<file path="src/rtl/counter_pkg.sv">
// Shared types and next-state arithmetic for the modulo-N up/down counter family.
// Widths are fixed at CNT_MAX_W so the helper can serve any counter instance.
package counter_pkg;

  typedef enum logic {
    DIR_DOWN = 1'b0,
    DIR_UP   = 1'b1
  } dir_e;

  // Wide enough for any practical modulus and leaves headroom above CNT_W,
  // so cur+1 at the top of range cannot alias back into 0..MODULUS-1.
  localparam int unsigned CNT_MAX_W = 32;

  typedef struct packed {
    logic                 wrapped;
    logic [CNT_MAX_W-1:0] value;
  } next_t;

  // Next count for one enabled step; holds at a range end when sat is set,
  // otherwise wraps to the opposite end and flags it.
  function automatic next_t next_count(
    input logic [CNT_MAX_W-1:0] cur,
    input dir_e                 dir,
    input logic                 sat,
    input int unsigned          modulus
  );
    next_t res;
    // NOTE: every field gets a default before the branches, so no path leaves
    // it unassigned; in an always_comb the same habit is what prevents latches.
    res.wrapped = 1'b0;
    res.value   = cur;
    if (dir == DIR_UP) begin
      if (cur < (modulus - 1)) begin
        res.value = cur + 1;
      end else if (!sat) begin
        res.value   = '0;
        res.wrapped = 1'b1;
      end
    end else begin
      if (cur != '0) begin
        res.value = cur - 1;
      end else if (!sat) begin
        res.value   = modulus - 1;
        res.wrapped = 1'b1;
      end
    end
    return res;
  endfunction

endpackage

</file>
<file path="src/rtl/sat_event_counter.sv">
// Saturating event counter: counts inc pulses, sticks at all-ones,
// synchronous clear wins over a coincident increment.
module sat_event_counter #(
  parameter int unsigned W = 8
) (
  input  logic         clk,
  input  logic         rst,
  input  logic         inc,
  input  logic         clr,
  output logic [W-1:0] cnt
);

  logic [W-1:0] r_cnt;

  // NOTE: state registers use non-blocking assignments so every flop samples
  // pre-edge values, independent of statement order.
  always_ff @(posedge clk or negedge rst) begin
    if (!rst) begin
      r_cnt <= '0;
    end else if (clr) begin
      r_cnt <= '0;
    end else if (inc && !(&r_cnt)) begin
      r_cnt <= r_cnt + 1'b1;
    end
  end

  assign cnt = r_cnt;

endmodule

</file>
<file path="src/rtl/mod_n_updown_counter.sv">
// Parametrised up/down modulo-N counter with enable, saturate/wrap mode,
// range-checked parallel load, terminal-count/wrap flags and a wrap statistic.
module mod_n_updown_counter
  import counter_pkg::*;
#(
  parameter int unsigned MODULUS    = 12,
  parameter int unsigned CNT_W      = $clog2(MODULUS),
  parameter int unsigned WRAP_CNT_W = 8
) (
  input  logic                  clk,
  input  logic                  rst,
  input  logic                  en,
  input  logic                  mode,
  input  logic                  sat,
  input  logic                  load,
  input  logic [CNT_W-1:0]      datain,
  input  logic                  clr_wraps,
  output logic [CNT_W-1:0]      dataout,
  output logic                  tc,
  output logic                  wrap,
  output logic                  load_err,
  output logic [WRAP_CNT_W-1:0] wrap_cnt
);

  localparam logic [CNT_W-1:0] TOP_VAL = CNT_W'(MODULUS - 1);
  localparam logic [CNT_W:0]   MOD_VAL = (CNT_W + 1)'(MODULUS);

  logic [CNT_W-1:0] r_dataout;
  logic             r_wrap;
  logic             r_load_err;

  logic             w_load_ok;
  logic             w_load_bad;
  logic             w_wrap_nxt;
  next_t            w_next;
  logic             w_unused_hi;

  // Out-of-range load values are rejected; the cycle then counts as if no
  // load had been requested.
  assign w_load_ok  = load && ({1'b0, datain} < MOD_VAL);
  assign w_load_bad = load && !w_load_ok;

  assign w_next      = next_count(CNT_MAX_W'(r_dataout), dir_e'(mode), sat, MODULUS);
  assign w_unused_hi = ^w_next.value[CNT_MAX_W-1:CNT_W];

  assign w_wrap_nxt = !w_load_ok && en && w_next.wrapped;

  always_ff @(posedge clk or negedge rst) begin
    if (!rst) begin
      r_dataout  <= '0;
      r_wrap     <= 1'b0;
      r_load_err <= 1'b0;
    end else begin
      r_wrap     <= w_wrap_nxt;
      r_load_err <= w_load_bad;
      if (w_load_ok) begin
        r_dataout <= datain;
      end else if (en) begin
        r_dataout <= w_next.value[CNT_W-1:0];
      end
    end
  end

  // Counts on the same edge that raises wrap, so wrap_cnt and wrap agree.
  sat_event_counter #(
    .W (WRAP_CNT_W)
  ) u_wrap_cnt (
    .clk (clk),
    .rst (rst),
    .inc (w_wrap_nxt),
    .clr (clr_wraps),
    .cnt (wrap_cnt)
  );

  assign dataout  = r_dataout;
  assign wrap     = r_wrap;
  assign load_err = r_load_err;
  assign tc       = (mode && (r_dataout == TOP_VAL)) || (!mode && (r_dataout == '0));

endmodule

</file>
<file path="config.mk">
export PLATFORM = sky130hd
export DESIGN_NAME = mod_n_updown_counter
export DESIGN_NICKNAME = d
export VERILOG_FILES = /design/src/rtl/counter_pkg.sv /design/src/rtl/sat_event_counter.sv /design/src/rtl/mod_n_updown_counter.sv
export SDC_FILE = /design/constraint.sdc
export NUM_CORES = 1
export LEC_CHECK = 0
export CAP_MARGIN = 20
export CORE_MARGIN = 1.5
export CORE_UTILIZATION = 45
export CTS_CLUSTER_DIAMETER = 120
export DETAILED_ROUTE_END_ITERATION = 16
export GPL_ROUTABILITY_DRIVEN = 0
export MAX_ROUTING_LAYER = met4
export PLACE_DENSITY = 0.75
export RECOVER_POWER = 50
export SETUP_SLACK_MARGIN = 0.15
export SLEW_MARGIN = 20
export SYNTH_ARGS = -nofsm -noshare
export SYNTH_HDL_FRONTEND = slang
export SYNTH_SLANG_ARGS = --single-unit
</file>
<file path="constraint.sdc">
create_clock -name clk -period 3.8 [get_ports clk]
set_input_delay 0.76 -clock clk [delete_from_list [all_inputs] [get_ports clk]]
set_output_delay 0.76 -clock clk [all_outputs]
set_load 0.02 [all_outputs]
</file>
==> key figures <==
Placed design
  – Port buffer count: 25
  – Hpwl dp: 1580 um

STA
  – Final Cycle Share: 84.1%
  – Setup_tns: 0 ps
  – Fin Clk Skew: 7.25 ps
  – Period minus WS final: 3200 ps
  – Final Max Tran Viols: 0
  – Worst slew pin tran: 1080 ps
  – Setup violators final: 0
  – RSZ-0062 raised after global routing: no
  – Final hold violation count: 0
  – Max frequency: 313 MHz
  – Slew HR: 27.8%

Pwr
  – Logic pwr share: 39.2%
  – Pwr dens: 402 nW/um^2
  – Worst VDD drop: 0.282 mV
  – Sequential power share: 40.2%
  – Leak: 0.518 nW
  – Total power: 0.511 mW
  – Clk network pwr share: 20.5%
  – Net Sw Frac: 36.2%
  – Switch Pwr: 0.185 mW
  – Internal: 0.326 mW

Global route
  – Grt met3 use: 5.15%
  – Initial antenna violation count: 0
  – Largest net degree at the start of global routing: 16
  – GRT Total Usage: 19.7%
  – Top Usage Layer GRT: met1
  – GR met2 Demand/Resource: 28.4%
  – Grt total ovfl: 0
  – First-pass GRT wire length: 3770 um
  – Met1 Use GR: 28.9%
  – Vias in the first global route: 829

Worst setup path
  – CP max stage delay: 650 ps
  – Critical Path RT: 3040 ps
  – Critical path's top delay family: buffers and inverters
  – Worst path arrival time: 2440 ps
  – Crit path kind: in2out
  – CP cell instances: clkdlybuf4s50_1, nor2_1, nand2_1, a21oi_1, clkdlybuf4s50_1
  – CP max-delay cell: clkdlybuf4s50_1
  – CP startpoint kind: input port
  – Buf/Inv on CP: 2
  – Most frequent CP cell: clkdlybuf4s50_1
  – Crit. End Element: primary output
  – Critical path fanouts, max: 12

Finish
  – Fillers: 179
  – Storage element area: 350 um^2
  – Area occupied by multi-input gates: 579 um^2
  – Antenna diodes: 0
  – Final net count: 145
  – Share of cells above drive strength 1: 7.69%
  – Area Overhead vs Synth: 29.6%

Drt
  – DR DRC count: 0
  – DR vias/cell: 5.80
  – Detailed-route wire length per cell: 13.8 um
  – Starting DRT DRC Count: 35
  – Routed via count: 911
  – Detailed Routing Iterations Pass 1: 4
  – Drt total wl: 2170 um
  – Routed Antenna Nets: 0

Floorplan
  – Die height: 49.7 um
  – Initial Util: 49.1%
  – Die width: 49.7 um
  – IO Pins: 26
  – Core area: 2000 um^2
  – Std cell rows: 16
  – Die area: 2470 um^2

Flow run
  – Max cap viols: 0

Yosys
  – Area share of the largest cell type after synthesis: 35.7%
  – Synth async-reset ratio: 100%
  – Most used flip-flop cell after synthesis: dfrtp_1
  – Synth warnings: 0
  – Post-synth top cells: 14 x dfrtp_1, 11 x a21oi_1, 6 x inv_1, 6 x o31ai_1
  – Number of synthesized register bits: 14
  – Synth Area per Inst: 9.18 um^2
  – Synth area leader: dfrtp_1
  – Most common cell in the netlist: dfrtp_1
  – Sequential share of the synthesized area: 35.7%
  – Syn_nets: 121
  – Mapped cell area: 982 um^2
  – Mapped Cells: 107
  – Synth area leaders: dfrtp_1 36%, a21oi_1 5.6%, o31ai_1 4.6%
  – Distinct cells, synth: 44
  – Number of flops mapped to enable cells by yosys: 0

CTS
  – Cts hold-fix bufs: 0
  – Worst-path clk slew: 90 ps
  – Post-CTS Resized: 0
  – Post-CTS Setup Bufs: 0
  – H-tree depth: 1
  – CTS Sinks: 14
  – CTS tree: done
  – Worst skew pair latency: 280 ps
  – CTS Buf Count: 3
  – Clock root buffer: clkbuf_4
  – Clock buffer depth: 2

Hold path
  – Worst min-delay path class: reg2reg

Outcome
  – Status: finished clean
worst paths after layout:
kind,startpoint,endpoint,slack (ps),cells past startpoint
max,mode,tc,600,5
min,u_wrap_cnt.cnt[4],u_wrap_cnt.cnt[4],590,2
max reg2reg,dataout[0],u_wrap_cnt.cnt[7],1420,6
min reg2reg,u_wrap_cnt.cnt[4],u_wrap_cnt.cnt[4],590,2
max in group asynchronous,rst,u_wrap_cnt.cnt[6],2470,1
min in group asynchronous,rst,u_wrap_cnt.cnt[3],930,1
worst register-to-register path: cells and delay by family (launching register included):
family / cells / cell delay [ps]
AO/OA/AOI/OAI: 1 / 310
multiplexers: 1 / 370
buffers and inverters: 1 / 140
adder cells (fa/ha/maj): 1 / 310
AND/OR/NAND/NOR: 2 / 690
flip-flops: 1 / 450
registers in the layout (all words and copies together), names as in the netlist:
signal / count
wrap: 1
u_wrap_cnt.cnt: 8
load_err: 1
dataout: 4
stage by stage:
stage	instances	instance area (um^2)	setup slack [ps]	hold WS [ps]	util [%]
floorplan	107	982	1570	464	-
global placement	153	1240	677	555	61.8
detailed placement	153	1240	619	579	61.8
CTS	157	1270	616	593	63.6
global route	157	1270	510	632	63.6
finish	157	1270	605	587	63.6
cell usage in the layout, fill, tap and decap left out, types with 2 or more instances in the layout:
| master | Yosys | final |
|---|---|---|
| or4_1 | 4 | 4 |
| a21oi_1 | 11 | 11 |
| inv_1 | 6 | 6 |
| nand3b_1 | 2 | 2 |
| nand2_1 | 5 | 5 |
| nor2b_1 | 3 | 3 |
| o21a_1 | 2 | 2 |
| dfrtp_1 | 14 | 14 |
| ha_1 | 3 | 3 |
| nand3_1 | 5 | 5 |
| nor3b_1 | 2 | 2 |
| a211o_1 | 2 | 2 |
| clkbuf_4 | 0 | 3 |
| dlygate4sd3_1 | 0 | 8 |
| nand2b_1 | 2 | 2 |
| clkdlybuf4s50_1 | 0 | 17 |
| o21ai_0 | 5 | 5 |
| nor2_1 | 3 | 3 |
| o31ai_1 | 6 | 6 |
| o211ai_1 | 2 | 2 |
area by class of cell:
class                   count  area share, %
flip-flops and latches     14           27.5
repair buffers             25           19.7
multi-input cells          81           45.5
inverters                   6           1.77
well taps                  27           2.65
clock buffers               4           2.85
kinds of logic (layout without fill, tap and decap cells):
kind of cell               after synthesis  in the layout  synth area share [%]
AOI/OAI and AO/OA                       39             39                  27.9
xor gates and xnor gates                 1              1                 0.892
adders and majority gates                3              3                  3.82
buffers and inverters                   12             35                  5.35
DFF                                     14             14                  35.7
muxes                                    2              2                  2.17
and+or+nand+nor                         36             36                  24.2
layer usage:
metal  part of all wire [%]  vias up
met5                      0        -
met4                   0.46        0
met3                    6.0        2
met2                     45       30
met1                     48      419
li1                       -      460
power by group through the flow:
| stage | clock network, mW | logic [mW] | registers [mW] |
|---|---|---|---|
| final | 0.105 | 0.200 | 0.206 |
| after global routing | 0.119 | 0.218 | 0.213 |
| after CTS | 0.108 | 0.202 | 0.205 |
| after detailed placement | 0 | 0.201 | 0.209 |
| after global placement | 0 | 0.197 | 0.207 |
| after floorplan | 0 | 0.129 | 0.207 |
(Power assumes the default switching activity.)
